<file path="src/rtl/dot_product_pkg.sv">
// Shared definitions for the dot-product compute stage: FSM encoding and
// accumulator width derivation.
package dot_product_pkg;

    localparam logic [1:0] ST_IDLE  = 2'd0;
    localparam logic [1:0] ST_READ  = 2'd1;
    localparam logic [1:0] ST_DRAIN = 2'd2;
    localparam logic [1:0] ST_DONE  = 2'd3;

    // Wide enough for Ram_Depth full-scale products plus one guard bit.
    function automatic int calc_acc_width(input int dw, input int aw);
        return 2 * dw + aw + 1;
    endfunction

endpackage

</file>
<file path="src/rtl/dot_product_ctrl_mac_unit.sv">
// Registered multiply-accumulate: clear has priority over valid_in; prod is
// the zero-extended product of the current operands.
module mac_unit
    import dot_product_pkg::*;
#(
    parameter int data_width = 8,
    parameter int addr_width = 4,
    parameter int acc_width  = calc_acc_width(data_width, addr_width)
) (
    input  logic                  clk,
    input  logic                  rst,
    input  logic                  clear,
    input  logic                  valid_in,
    input  logic [data_width-1:0] a,
    input  logic [data_width-1:0] b,
    output logic [acc_width-1:0]  acc,
    output logic [acc_width-1:0]  prod
);

    localparam int PW = 2 * data_width;

    logic [PW-1:0]        prod_raw;
    logic [acc_width-1:0] acc_d, acc_q;

    always_comb begin
        prod_raw = a * b;
        prod     = {{(acc_width - PW){1'b0}}, prod_raw};
        acc_d    = acc_q;
        if (clear) begin
            acc_d = '0;
        end else if (valid_in) begin
            acc_d = acc_q + prod;
        end
    end

    always_ff @(posedge clk or posedge rst) begin
        if (rst) begin
            acc_q <= '0;
        end else begin
            acc_q <= acc_d;
        end
    end

    assign acc = acc_q;

endmodule

</file>
<file path="src/rtl/dot_product_ctrl.sv">
// Sweeps a shared read address over two 1-cycle-latency SRAMs, accumulates
// the element products and reports the dot product with a Done pulse.
module dot_product_ctrl
    import dot_product_pkg::*;
#(
    parameter int data_width = 8,
    parameter int addr_width = 4,
    parameter int Ram_Depth  = 1 << addr_width,
    parameter int acc_width  = calc_acc_width(data_width, addr_width)
) (
    input  logic                  clk,
    input  logic                  rst,
    input  logic                  Start,
    input  logic [addr_width:0]   Length,
    output logic                  Chip_Select,
    output logic                  En_Read,
    output logic [addr_width-1:0] Read_Addr,
    input  logic [data_width-1:0] A_Data,
    input  logic [data_width-1:0] B_Data,
    output logic                  Busy,
    output logic                  Done,
    output logic [acc_width-1:0]  Result,
    output logic [1:0]            state_dbg
);

    localparam int LW = addr_width + 1;

    logic [1:0]            state_d, state_q;
    logic [addr_width-1:0] addr_d, addr_q;
    logic [LW-1:0]         len_d, len_q;
    logic                  en_read_d, en_read_q;
    logic                  cs_d, cs_q;
    logic                  busy_d, busy_q;
    logic                  done_d, done_q;
    logic [acc_width-1:0]  result_d, result_q;
    logic                  d_valid_q;
    logic                  mac_clear;
    logic [acc_width-1:0]  acc, prod;
    logic [LW-1:0]         last_addr;

    always_comb begin
        state_d   = state_q;
        addr_d    = addr_q;
        len_d     = len_q;
        en_read_d = en_read_q;
        cs_d      = cs_q;
        busy_d    = busy_q;
        done_d    = 1'b0;
        result_d  = result_q;
        mac_clear = 1'b0;
        last_addr = len_q - LW'(1);

        case (state_q)
            ST_IDLE: begin
                if (Start) begin
                    busy_d = 1'b1;
                    cs_d   = 1'b1;
                    if (Length == '0) begin
                        result_d = '0;
                        done_d   = 1'b1;
                        state_d  = ST_DONE;
                    end else begin
                        // Clamp matters only when Length can exceed the depth.
                        len_d     = (Length > LW'(Ram_Depth)) ? LW'(Ram_Depth) : Length;
                        mac_clear = 1'b1;
                        addr_d    = '0;
                        en_read_d = 1'b1;
                        state_d   = ST_READ;
                    end
                end
            end
            ST_READ: begin
                if ({1'b0, addr_q} == last_addr) begin
                    en_read_d = 1'b0;
                    addr_d    = '0;
                    state_d   = ST_DRAIN;
                end else begin
                    addr_d = addr_q + 1'b1;
                end
            end
            ST_DRAIN: begin
                // The final element is on the bus now and not yet in acc.
                result_d = acc + prod;
                done_d   = 1'b1;
                state_d  = ST_DONE;
            end
            default: begin
                busy_d  = 1'b0;
                cs_d    = 1'b0;
                state_d = ST_IDLE;
            end
        endcase
    end

    always_ff @(posedge clk or posedge rst) begin
        if (rst) begin
            state_q   <= ST_IDLE;
            addr_q    <= '0;
            len_q     <= '0;
            en_read_q <= 1'b0;
            cs_q      <= 1'b0;
            busy_q    <= 1'b0;
            done_q    <= 1'b0;
            result_q  <= '0;
            d_valid_q <= 1'b0;
        end else begin
            state_q   <= state_d;
            addr_q    <= addr_d;
            len_q     <= len_d;
            en_read_q <= en_read_d;
            cs_q      <= cs_d;
            busy_q    <= busy_d;
            done_q    <= done_d;
            result_q  <= result_d;
            d_valid_q <= en_read_q;
        end
    end

    mac_unit #(
        .data_width(data_width),
        .addr_width(addr_width),
        .acc_width (acc_width)
    ) u_mac (
        .clk     (clk),
        .rst     (rst),
        .clear   (mac_clear),
        .valid_in(d_valid_q),
        .a       (A_Data),
        .b       (B_Data),
        .acc     (acc),
        .prod    (prod)
    );

    assign Chip_Select = cs_q;
    assign En_Read     = en_read_q;
    assign Read_Addr   = addr_q;
    assign Busy        = busy_q;
    assign Done        = done_q;
    assign Result      = result_q;
    assign state_dbg   = state_q;

endmodule
</file>
<file path="config.mk">
export PLATFORM = sky130hd
export DESIGN_NAME = dot_product_ctrl
export DESIGN_NICKNAME = d
export VERILOG_FILES = /design/src/rtl/dot_product_pkg.sv /design/src/rtl/dot_product_ctrl_mac_unit.sv /design/src/rtl/dot_product_ctrl.sv
export SDC_FILE = /design/constraint.sdc
export NUM_CORES = 1
export LEC_CHECK = 0
export BUFFER_PORTS_ARGS = -buffer_cell sky130_fd_sc_hd__buf_2
export CORE_MARGIN = 1.5
export CORE_UTILIZATION = 41
export DETAILED_ROUTE_END_ITERATION = 16
export GPL_TIMING_DRIVEN = 0
export HOLD_SLACK_MARGIN = 0.06
export PLACE_DENSITY = 0.66
export SYNTH_ARGS = -nofsm -noshare
export SYNTH_HDL_FRONTEND = slang
export SYNTH_SLANG_ARGS = --single-unit
export TNS_END_PERCENT = 1
</file>
<file path="constraint.sdc">
create_clock -name clk -period 5.5 [get_ports clk]
set_input_delay 0.825 -clock clk [delete_from_list [all_inputs] [get_ports clk]]
set_output_delay 0.825 -clock clk [all_outputs]
set_load 0.01 [all_outputs]
</file>
==> metrics.txt <==
GRT Overall Usage=between 10% and 20%; Worst Setup EP=Result[16]$_DFFE_PP0P_; status=finished clean; Yosys cell types=between 50 and 60; Routed Antenna Nets=0; sequential area share after synthesis=approximately 27%; Cell Rows=a little over 40; Slew Limit Fails=0; RSZ-0062 raised after global routing=no; period utilization=92.14%; first-pass GRT wire length=~21000 um; Final min period=around 5.1 ns; Slew HR=48.94%; pin count of the biggest net entering global routing=32; Worst R2R End=Result[17]$_DFFE_PP0P_; Iteration-0 DRC Markers=slightly below 200; # resized after CTS=0; Mapped Area=approximately 5300 um2; I/O Buffers=between 50 and 60; synth top area cells=dfrtp_1 (27%), fa_1 (19%), ha_1 (11%), inv_1 (7.5%), and2_1 (4.3%); DR WL/cell=approximately 15 um; slowest cell on the critical path=fa_1; die width=approximately 120 um; Die Y=~120 um; Crit. End Element=flop; TritonCTS clock tree=done; nets=762; worst stage delay on the critical path=roughly 0.54 ns; gpl congestion=slightly above 0.9; flop2flop setup slack=around 1 ns; area leader, netlist=dfrtp_1; top cell type's share of synthesized area=26.80%; worst-case clock skew=0.006326 ns; core area=between 10000 and 15000 um2; met3 WL=approximately 420 um; I/O pin total=between 50 and 60; Max Cap Violations=0; root buffer selected by CTS=clkbuf_16; GRT overflow=0; share of post-route cells with drive strength above 1=12.85%; Met1 Routed Length=between 5000 and 6000 um; worst reg2reg path depth=15; # Post-CTS Setup Buffers=0; Final setup viols=0; Post-synth EDFFs=0; CP Max Fanout=8; drt first pass iters=4; Max Freq=between 150 and 200 MHz; Post-Synthesis Cells=roughly 580; Die ar.=13670 um2; highest layer used for signal routing=met4; Cell Chain, Critical Path=buf_2 > and2_1 > fa_1 > fa_1 > fa_1 > inv_1 > fa_1 > inv_1 > ha_1 > clkbuf_1 > nand4_1 > nor4b_1 > nor2_1 > a21oi_1 > xor2_1 > a22o_1; vias=approximately 4100; clock sink total=57; crit path from=A_Data[3]; clk buf depth=2; hold_buf cts=0; final hold vios=0; Synth Flop Type=dfrtp_1; Tightest Pin Transition=about 0.77 ns; Clk pin slew, worst setup/hold paths=roughly 0.05 ns; Ys Warns=0; setup TNS=0 ns; DRC=0; Num CTS Buffers=9; initial antenna violation count=0; worst skew pair latency=0.32 ns; asr flop ratio synth=100.0%; Post-DP HPWL=9892 um; worst r2r src=u_mac.acc[4]$_DFFE_PP0P_; most frequent CP cell=fa_1; worst hold path cell count=0; vias in the first global route=between 4000 and 5000; CTS HTree Levels=3; Layout area overhead=15.52%; crit path kind=in2reg; Worst EP arrival=5.27 ns; number of synthesized register bits=57; Worst setup SP type=input port; critical path required time=5.70 ns; syn nets=about 700; routed length on met2=slightly above 6000 um; Initial Util=between 40 and 50%; Antenna diodes=0; DR vias/cell=approximately 5.1; Mean Syn Cell Area=~9.2 um2; final wirelength=12340 um; Worst Hold Class=reg2reg
==> metal layers <==
metal,GRT usage [%],vias up
met5,0,-
met1,25.37,2044
met2,34.74,78
li1,-,2003
met4,4.177,0
met3,2.420,13
==> cell type report <==
| class | instances | area, um2 |
|---|---|---|
| Buffer | 16 | 70.07 |
| Timing Repair Buffer | 53 | 280.3 |
| Clock buffer | 11 | 252.7 |
| Sequential cell | 57 | 1426 |
| Multi-Input combinational cell | 396 | 3420 |
| Fill cell | 1248 | 6472 |
| Clock inverter | 5 | 77.57 |
| Inverter | 108 | 405.4 |
| Tap cell | 172 | 215.2 |
==> worst max-delay path: cells and delay by family <==
kind / cells / cell delay [ns]
AO/OA/AOI/OAI: 2 / 0.51
XOR/XNOR: 1 / 0.15
buffers and inverters: 4 / 0.51
adder cells (fa/ha/maj): 5 / 2.37
AND/OR/NAND/NOR: 4 / 0.89
==> cells by family after synthesis <==
logic type	after synthesis	share of synthesized area [%]
buffers and inverters	124	8.935
DFF	57	26.80
AOI/OAI and AO/OA	103	13.54
adders and majority gates	97	29.86
muxes	15	2.845
and+or+nand+nor	164	15.21
xor gates and xnor gates	17	2.798
==> state kept, by name, indices dropped and copies added (netlist names) <==
register,flops
Busy,1
d_valid_q,1
Done,1
len_q,5
En_Read,1
Read_Addr,4
state_dbg,2
Result,21
u_mac.acc,21
==> cell usage after synthesis, types with 4 or more instances <==
cell type,number
inv_1,106
nand2b_1,8
or3_1,4
xnor2_1,13
ha_1,47
dfrtp_1,57
a21oi_1,21
clkbuf_1,8
a21o_1,4
buf_2,5
fa_1,50
a211oi_1,7
o21ai_0,19
a22o_1,14
nand2_1,60
o21ai_1,5
and2_1,37
xor2_1,4
nor2_1,29
o211ai_1,5
nand3_1,5
mux2i_1,14
==> placed cells by master, fill, tap and decap left out, types with 3 or more instances in the layout <==
cell type,n
inv_1,105
nand2_1,60
dfrtp_1,57
buf_2,57
fa_1,50
ha_1,47
and2_1,37
nor2_1,29
a21oi_1,21
o21ai_0,19
mux2i_1,14
a22o_1,14
xnor2_1,13
clkbuf_16,9
clkbuf_1,8
nand2b_1,8
a211oi_1,7
o211ai_1,5
nand3_1,5
o21ai_1,5
a21o_1,4
xor2_1,4
or3_1,4
nor2b_1,3
o21bai_1,3
nor3_1,3
and3_1,3
o22ai_1,3
==> stage by stage <==
stage	area, um2	setup slack [ns]	utilization [%]	hold WS [ns]	cells
4_1_cts	6147	0.4522	48.71	0.4314	818
3_5_place_dp	5817	0.1798	46.09	0.4234	802
2_1_floorplan	5321	0.6780	-	0.4352	577
3_3_place_gp	5797	0.1927	45.93	0.4268	801
5_1_grt	6147	0.1903	48.71	0.4386	818
6_report	6147	0.4323	48.71	0.4249	818
==> how the worst min path moves through the flow <==
stage / startpoint / to / slack, ns
after floorplan: En_Read$_DFFE_PP0P_ / d_valid_q$_DFF_PP0_ / 0.44
after global placement: En_Read$_DFFE_PP0P_ / d_valid_q$_DFF_PP0_ / 0.43
after detailed placement: En_Read$_DFFE_PP0P_ / d_valid_q$_DFF_PP0_ / 0.42
after CTS: En_Read$_DFFE_PP0P_ / d_valid_q$_DFF_PP0_ / 0.43
after global routing: En_Read$_DFFE_PP0P_ / d_valid_q$_DFF_PP0_ / 0.44
final: En_Read$_DFFE_PP0P_ / d_valid_q$_DFF_PP0_ / 0.42
Power is not shown: default switching activity piles up to over one toggle a cycle in this logic, so the estimate is an artifact.
